**src/rtl/l1_arbiter_if.sv**
```systemverilog
// Cache-side and MMU-side signals of the L1 line-fill arbiter.
// master = arbiter view; slave = caches plus l1mmu view.
interface l1_arbiter_if #(
    parameter int LINE_W = 256,
    parameter int ADDR_W = 32
);
    logic              ic_req_read;
    logic [ADDR_W-1:0] ic_req_addr;
    logic              ic_done;
    logic [LINE_W-1:0] ic_read_data;

    logic              dc_req_read;
    logic              dc_req_write;
    logic [ADDR_W-1:0] dc_req_addr;
    logic [LINE_W-1:0] dc_write_data;
    logic              dc_done;
    logic [LINE_W-1:0] dc_read_data;

    logic              mmu_req_read;
    logic              mmu_req_write;
    logic [ADDR_W-1:0] mmu_req_addr;
    logic [LINE_W-1:0] mmu_write_data;
    logic              mmu_done;
    logic [LINE_W-1:0] mmu_read_data;

    modport master (
        input  ic_req_read, ic_req_addr,
        output ic_done, ic_read_data,
        input  dc_req_read, dc_req_write, dc_req_addr, dc_write_data,
        output dc_done, dc_read_data,
        output mmu_req_read, mmu_req_write, mmu_req_addr, mmu_write_data,
        input  mmu_done, mmu_read_data
    );

    modport slave (
        output ic_req_read, ic_req_addr,
        input  ic_done, ic_read_data,
        output dc_req_read, dc_req_write, dc_req_addr, dc_write_data,
        input  dc_done, dc_read_data,
        input  mmu_req_read, mmu_req_write, mmu_req_addr, mmu_write_data,
        output mmu_done, mmu_read_data
    );
endinterface

```
**src/rtl/l1_arbiter.sv**
```systemverilog
// Round-robin arbiter of iCache/dCache line requests onto the single l1mmu port.
// Latency: grant +1 cycle to MMU request, mmu_done +1 to cache done; requests wait (level-held) while busy.
module l1_arbiter #(
    parameter int LINE_W = 256,
    parameter int ADDR_W = 32
) (
    input logic          sys_clk,
    input logic          rst_n,
    l1_arbiter_if.master bus
);
    typedef enum logic [1:0] {IDLE, BUSY_I, BUSY_D, RESP} state_e;

    typedef struct packed {
        logic              rd;
        logic              wr;
        logic [ADDR_W-1:0] addr;
        logic [LINE_W-1:0] wdata;
    } req_t;

    state_e            state_q, state_d;
    logic              last_grant_q, last_grant_d;   // 0 = iCache, 1 = dCache
    req_t              req_q, req_d;
    logic [LINE_W-1:0] resp_q, resp_d;
    logic              dc_any;
    logic              grant_i;
    logic              grant_d;
    logic              busy;

    always_ff @(posedge sys_clk or negedge rst_n) begin
        if (!rst_n) begin
            state_q      <= IDLE;
            last_grant_q <= 1'b1;
            req_q        <= '0;
            resp_q       <= '0;
        end else begin
            state_q      <= state_d;
            last_grant_q <= last_grant_d;
            req_q        <= req_d;
            resp_q       <= resp_d;
        end
    end

    always_comb begin
        state_d      = state_q;
        last_grant_d = last_grant_q;
        req_d        = req_q;
        resp_d       = resp_q;
        dc_any       = bus.dc_req_read | bus.dc_req_write;
        grant_i      = 1'b0;
        grant_d      = 1'b0;
        case (state_q)
            IDLE: begin
                // On a tie the requester that did not win last time goes first.
                grant_i = bus.ic_req_read & (~dc_any | last_grant_q);
                grant_d = dc_any & (~bus.ic_req_read | ~last_grant_q);
                if (grant_i) begin
                    req_d.rd     = 1'b1;
                    req_d.wr     = 1'b0;
                    req_d.addr   = bus.ic_req_addr;
                    last_grant_d = 1'b0;
                    state_d      = BUSY_I;
                end else if (grant_d) begin
                    req_d.rd     = ~bus.dc_req_write;
                    req_d.wr     = bus.dc_req_write;
                    req_d.addr   = bus.dc_req_addr;
                    req_d.wdata  = bus.dc_write_data;
                    last_grant_d = 1'b1;
                    state_d      = BUSY_D;
                end
            end
            BUSY_I, BUSY_D: begin
                if (bus.mmu_done) begin
                    if (req_q.rd) begin
                        resp_d = bus.mmu_read_data;
                    end
                    state_d = RESP;
                end
            end
            RESP:    state_d = IDLE;
            default: state_d = IDLE;
        endcase
    end

    assign busy = (state_q == BUSY_I) || (state_q == BUSY_D);

    assign bus.mmu_req_read   = busy & req_q.rd;
    assign bus.mmu_req_write  = busy & req_q.wr;
    assign bus.mmu_req_addr   = req_q.addr;
    assign bus.mmu_write_data = req_q.wdata;

    // last_grant is updated at grant time, so in RESP it names the owner.
    assign bus.ic_done      = (state_q == RESP) & ~last_grant_q;
    assign bus.dc_done      = (state_q == RESP) &  last_grant_q;
    assign bus.ic_read_data = resp_q;
    assign bus.dc_read_data = resp_q;
endmodule

```
**src/flat_wrapper.sv**
```systemverilog
// flat-port wrapper written by rule: the top's interface ports become plain ports
module l1_arbiter_flat 
#(
    parameter int LINE_W = 256,
    parameter int ADDR_W = 32
)
  (sys_clk, rst_n, bus_ic_req_read, bus_ic_req_addr, bus_ic_done, bus_ic_read_data, bus_dc_req_read, bus_dc_req_write, bus_dc_req_addr, bus_dc_write_data, bus_dc_done, bus_dc_read_data, bus_mmu_req_read, bus_mmu_req_write, bus_mmu_req_addr, bus_mmu_write_data, bus_mmu_done, bus_mmu_read_data);
  l1_arbiter_if #(.LINE_W(LINE_W), .ADDR_W(ADDR_W)) bus_i ();
  input logic sys_clk;
  input logic rst_n;
  input wire logic [$bits(bus_i.ic_req_read)-1:0] bus_ic_req_read;
  input wire logic [$bits(bus_i.ic_req_addr)-1:0] bus_ic_req_addr;
  output wire logic [$bits(bus_i.ic_done)-1:0] bus_ic_done;
  output wire logic [$bits(bus_i.ic_read_data)-1:0] bus_ic_read_data;
  input wire logic [$bits(bus_i.dc_req_read)-1:0] bus_dc_req_read;
  input wire logic [$bits(bus_i.dc_req_write)-1:0] bus_dc_req_write;
  input wire logic [$bits(bus_i.dc_req_addr)-1:0] bus_dc_req_addr;
  input wire logic [$bits(bus_i.dc_write_data)-1:0] bus_dc_write_data;
  output wire logic [$bits(bus_i.dc_done)-1:0] bus_dc_done;
  output wire logic [$bits(bus_i.dc_read_data)-1:0] bus_dc_read_data;
  output wire logic [$bits(bus_i.mmu_req_read)-1:0] bus_mmu_req_read;
  output wire logic [$bits(bus_i.mmu_req_write)-1:0] bus_mmu_req_write;
  output wire logic [$bits(bus_i.mmu_req_addr)-1:0] bus_mmu_req_addr;
  output wire logic [$bits(bus_i.mmu_write_data)-1:0] bus_mmu_write_data;
  input wire logic [$bits(bus_i.mmu_done)-1:0] bus_mmu_done;
  input wire logic [$bits(bus_i.mmu_read_data)-1:0] bus_mmu_read_data;
  assign bus_i.ic_req_read = bus_ic_req_read;
  assign bus_i.ic_req_addr = bus_ic_req_addr;
  assign bus_ic_done = bus_i.ic_done;
  assign bus_ic_read_data = bus_i.ic_read_data;
  assign bus_i.dc_req_read = bus_dc_req_read;
  assign bus_i.dc_req_write = bus_dc_req_write;
  assign bus_i.dc_req_addr = bus_dc_req_addr;
  assign bus_i.dc_write_data = bus_dc_write_data;
  assign bus_dc_done = bus_i.dc_done;
  assign bus_dc_read_data = bus_i.dc_read_data;
  assign bus_mmu_req_read = bus_i.mmu_req_read;
  assign bus_mmu_req_write = bus_i.mmu_req_write;
  assign bus_mmu_req_addr = bus_i.mmu_req_addr;
  assign bus_mmu_write_data = bus_i.mmu_write_data;
  assign bus_i.mmu_done = bus_mmu_done;
  assign bus_i.mmu_read_data = bus_mmu_read_data;
  l1_arbiter #(.LINE_W(LINE_W), .ADDR_W(ADDR_W)) u_core (.sys_clk(sys_clk), .rst_n(rst_n), .bus(bus_i));
endmodule
```
**config.mk**
```make
export PLATFORM = sky130hd
export DESIGN_NAME = l1_arbiter_flat
export DESIGN_NICKNAME = d
export VERILOG_FILES = /design/src/rtl/l1_arbiter_if.sv /design/src/rtl/l1_arbiter.sv /design/src/flat_wrapper.sv
export SDC_FILE = /design/constraint.sdc
export NUM_CORES = 1
export LEC_CHECK = 0
export CELL_PAD_IN_SITES_DETAIL_PLACEMENT = 2
export CELL_PAD_IN_SITES_GLOBAL_PLACEMENT = 2
export CORE_AREA = 4 4 539 541
export CTS_CLUSTER_SIZE = 16
export DETAILED_ROUTE_END_ITERATION = 12
export DIE_AREA = 0 0 543 545
export HOLD_SLACK_MARGIN = 0.02
export PLACE_DENSITY = 0.4
export SYNTH_ARGS = -nofsm -noshare
export SYNTH_HDL_FRONTEND = slang
export SYNTH_SLANG_ARGS = --single-unit
```
**constraint.sdc**
```tcl
create_clock -name sys_clk -period 2.6 [get_ports sys_clk]
set_clock_uncertainty 0.2 [all_clocks]
set_input_delay 0.78 -clock sys_clk [delete_from_list [all_inputs] [get_ports sys_clk]]
set_output_delay 0.78 -clock sys_clk [all_outputs]
set_load 0.05 [all_outputs]
```
==> metrics <==
Final Hold Viols=0; non-filler instance count after layout=6638; port bufs=1385; H-tree levels=3; Worst Setup Slack, final=-149.1 ps; Post-Place Cells=roughly 6500; fmax=363.8 MHz; GR peak layer=met2; fraction of registers with async set/reset=1.000; FP Rows=196; clock tree buffer depth=3; GRT Util Overall=0.1174; Syn Nets=2392; drt total wl=181800 µm; dpl hpwl=approximately 160000 µm; status=finished with violations; nature of the critical path endpoint=primary output; Hold Path Class=register to register; worst reg2reg startpoint=u_core.state_q[0]; Final ANT Viol Nets=0; GPL Wtd Cong=0.7501; Max Slew Vio Count=0; CTS tree=yes; worst setup path startpoint=u_core.state_q[0]; Syn-to-layout area delta=65.51%; vias in the first global route=20317; sum of negative setup slack=-343.8 ps; Ys Warns=0; Filler cells=32012; share of layout cells above drive strength 1=0.5493; via count=18401; CTS root buf=clkbuf_16; clk slew on worst S/H paths=about 50 ps; Worst Hold Launch=u_core.bus.mmu_req_addr[18]; Final Util=0.1513; Synth Flop Type=dfrtp_1; Core Region=285000 µm²; Max Cap Violations=0; Via density=2.772; RSZ-0062 raised after global routing=yes; clk_lat worst skew=660 ps; fin crit share=1.057; number of clock sinks=549; first-pass detailed-route iteration total=4; Remaining DRCs=0; CP max FO=2; initial antenna violation count=135; Setup CP Type=register to primary output; startpoint types=register; max_slew headroom=0.6600; total gr overflow=0; first-pass GRT wire length=228400 µm; number of synthesized flops with an enable pin=0; Synth Area per Inst=about 14 µm²; post-synthesis cell count=1807; DR iter-0 viols=588; met2 Usage GRT=0.1845; largest net degree at the start of global routing=58; CP required=1620 ps; die area=295900 µm²; Initial Utilization=0.09140; Inserted Clock Buffers=81; Yosys reg bits=549; met1 Use GR=0.1447; Tightest Pin Transition=512.0 ps; num ports=between 1000 and 1500; final setup violation count=4; mapped cell area=26040 µm²; routing usage on met3=0.05677; minimum clock period=2749 ps; Layout Nets=3380; Sequential Area=13740 µm²; post-DR wirelength/cell=approximately 27 µm; die width=543 µm; post-synthesis sequential area ratio=0.5275; Multi-input gate area=7360 µm²; Die Span Y=545 µm; Distinct cells, synth=32; Arr. time, crit path=1770 ps; failing checks=negative setup slack
sequential cells by signal, summed over array words and instances (netlist names):
name	flops
u_core.last_grant_q	1
u_core.state_q	2
u_core.bus.mmu_write_data	256
u_core.req_q	2
u_core.bus.mmu_req_addr	32
u_core.bus.dc_read_data	256
worst max-delay path, cell delays in order, from the launching register on:
cell and delay (ps):
dfrtp_1 380, inv_2 90, ha_4 200, and2_4 150, buf_12 130, buf_12 140
synth_stat cells (all sizes together), types with 2 or more instances:
cell,n,area share
nand2,36,0.0053
mux2,513,0.25
a32oi,32,0.011
nor2b,3,0.00072
a31oi,2,0.00048
clkbuf,8,0.0012
inv,3,0.00043
and2,3,0.00072
o21ai,33,0.0063
buf,611,0.19
ha,3,0.0014
dfrtp,548,0.53
o21a,2,0.00058
final timing paths:
check	endpoint	slack (ps)	cells past startpoint
max reg2reg	u_core.bus.dc_read_data[20]	140	9
min	u_core.bus.mmu_req_addr[18]	280	2
min in group asynchronous	u_core.bus.mmu_write_data[134]	440	2
max in group asynchronous	u_core.bus.dc_read_data[18]	860	4
min reg2reg	u_core.bus.mmu_req_addr[18]	280	2
max	bus_mmu_req_read	-150	5
cells in the final DEF (no fill, tap or decap), drive strengths merged, types with 2 or more instances in the layout:
cell,Yosys,final
ha,3,3
nor2b,3,3
o21a,2,2
buf,611,638
clkbuf,8,133
dfrtp,548,548
and2,3,3
clkdlybuf4s15,0,298
a31oi,2,2
inv,3,4
clkinv,0,14
mux2,513,513
clkdlybuf4s50,0,580
bufinv,0,5
diode,0,16
a32oi,32,32
o21ai,33,33
nand2,36,36
final cells by class:
| class | count | area share |
|---|---|---|
| repair buffers | 1524 | 0.3365 |
| flip-flops and latches | 549 | 0.3188 |
| multi-input cells | 636 | 0.1707 |
| well taps | 3762 | 0.1092 |
| clock buffers | 127 | 0.05570 |
| clock inverters | 21 | 0.007866 |
| diodes | 16 | 0.0009288 |
| inverters | 3 | 0.0002612 |
metrics by stage:
stage / hold slack (ps) / worst slack, ps / instance area [µm²]
floorplan: 251.0 / 381.8 / 26050
global placement: 260.6 / -200.1 / 39910
detailed placement: 274.4 / -227.7 / 39910
CTS: 285.5 / -279.2 / 43090
global route: 308.1 / -275.5 / 43070
finish: 281.0 / -149.1 / 43110
metal layers:
layer  vias up  wire length (µm)
met5         -               251
met4        34              4884
met3       305             20230
met2      1139             80090
met1      9327             76380
li1       7596                 -
what timing repair did:
action	CTS	global route
gates resized for setup	924	7
hold endpoints to repair	10	0
endpoints found under the setup margin	314	10
pin swaps	1	1
setup buffers	3	1
hold buffers	1	0
kinds of logic after synthesis:
kind of cell    share of synthesized area
compound gates                    0.02046
fa+ha+maj                        0.001441
mux                                0.2510
simple gates                     0.007254
flops                              0.5275
buf+inv                            0.1923
Power is not shown: default switching activity piles up to over one toggle a cycle in this logic, so the estimate is an artifact.
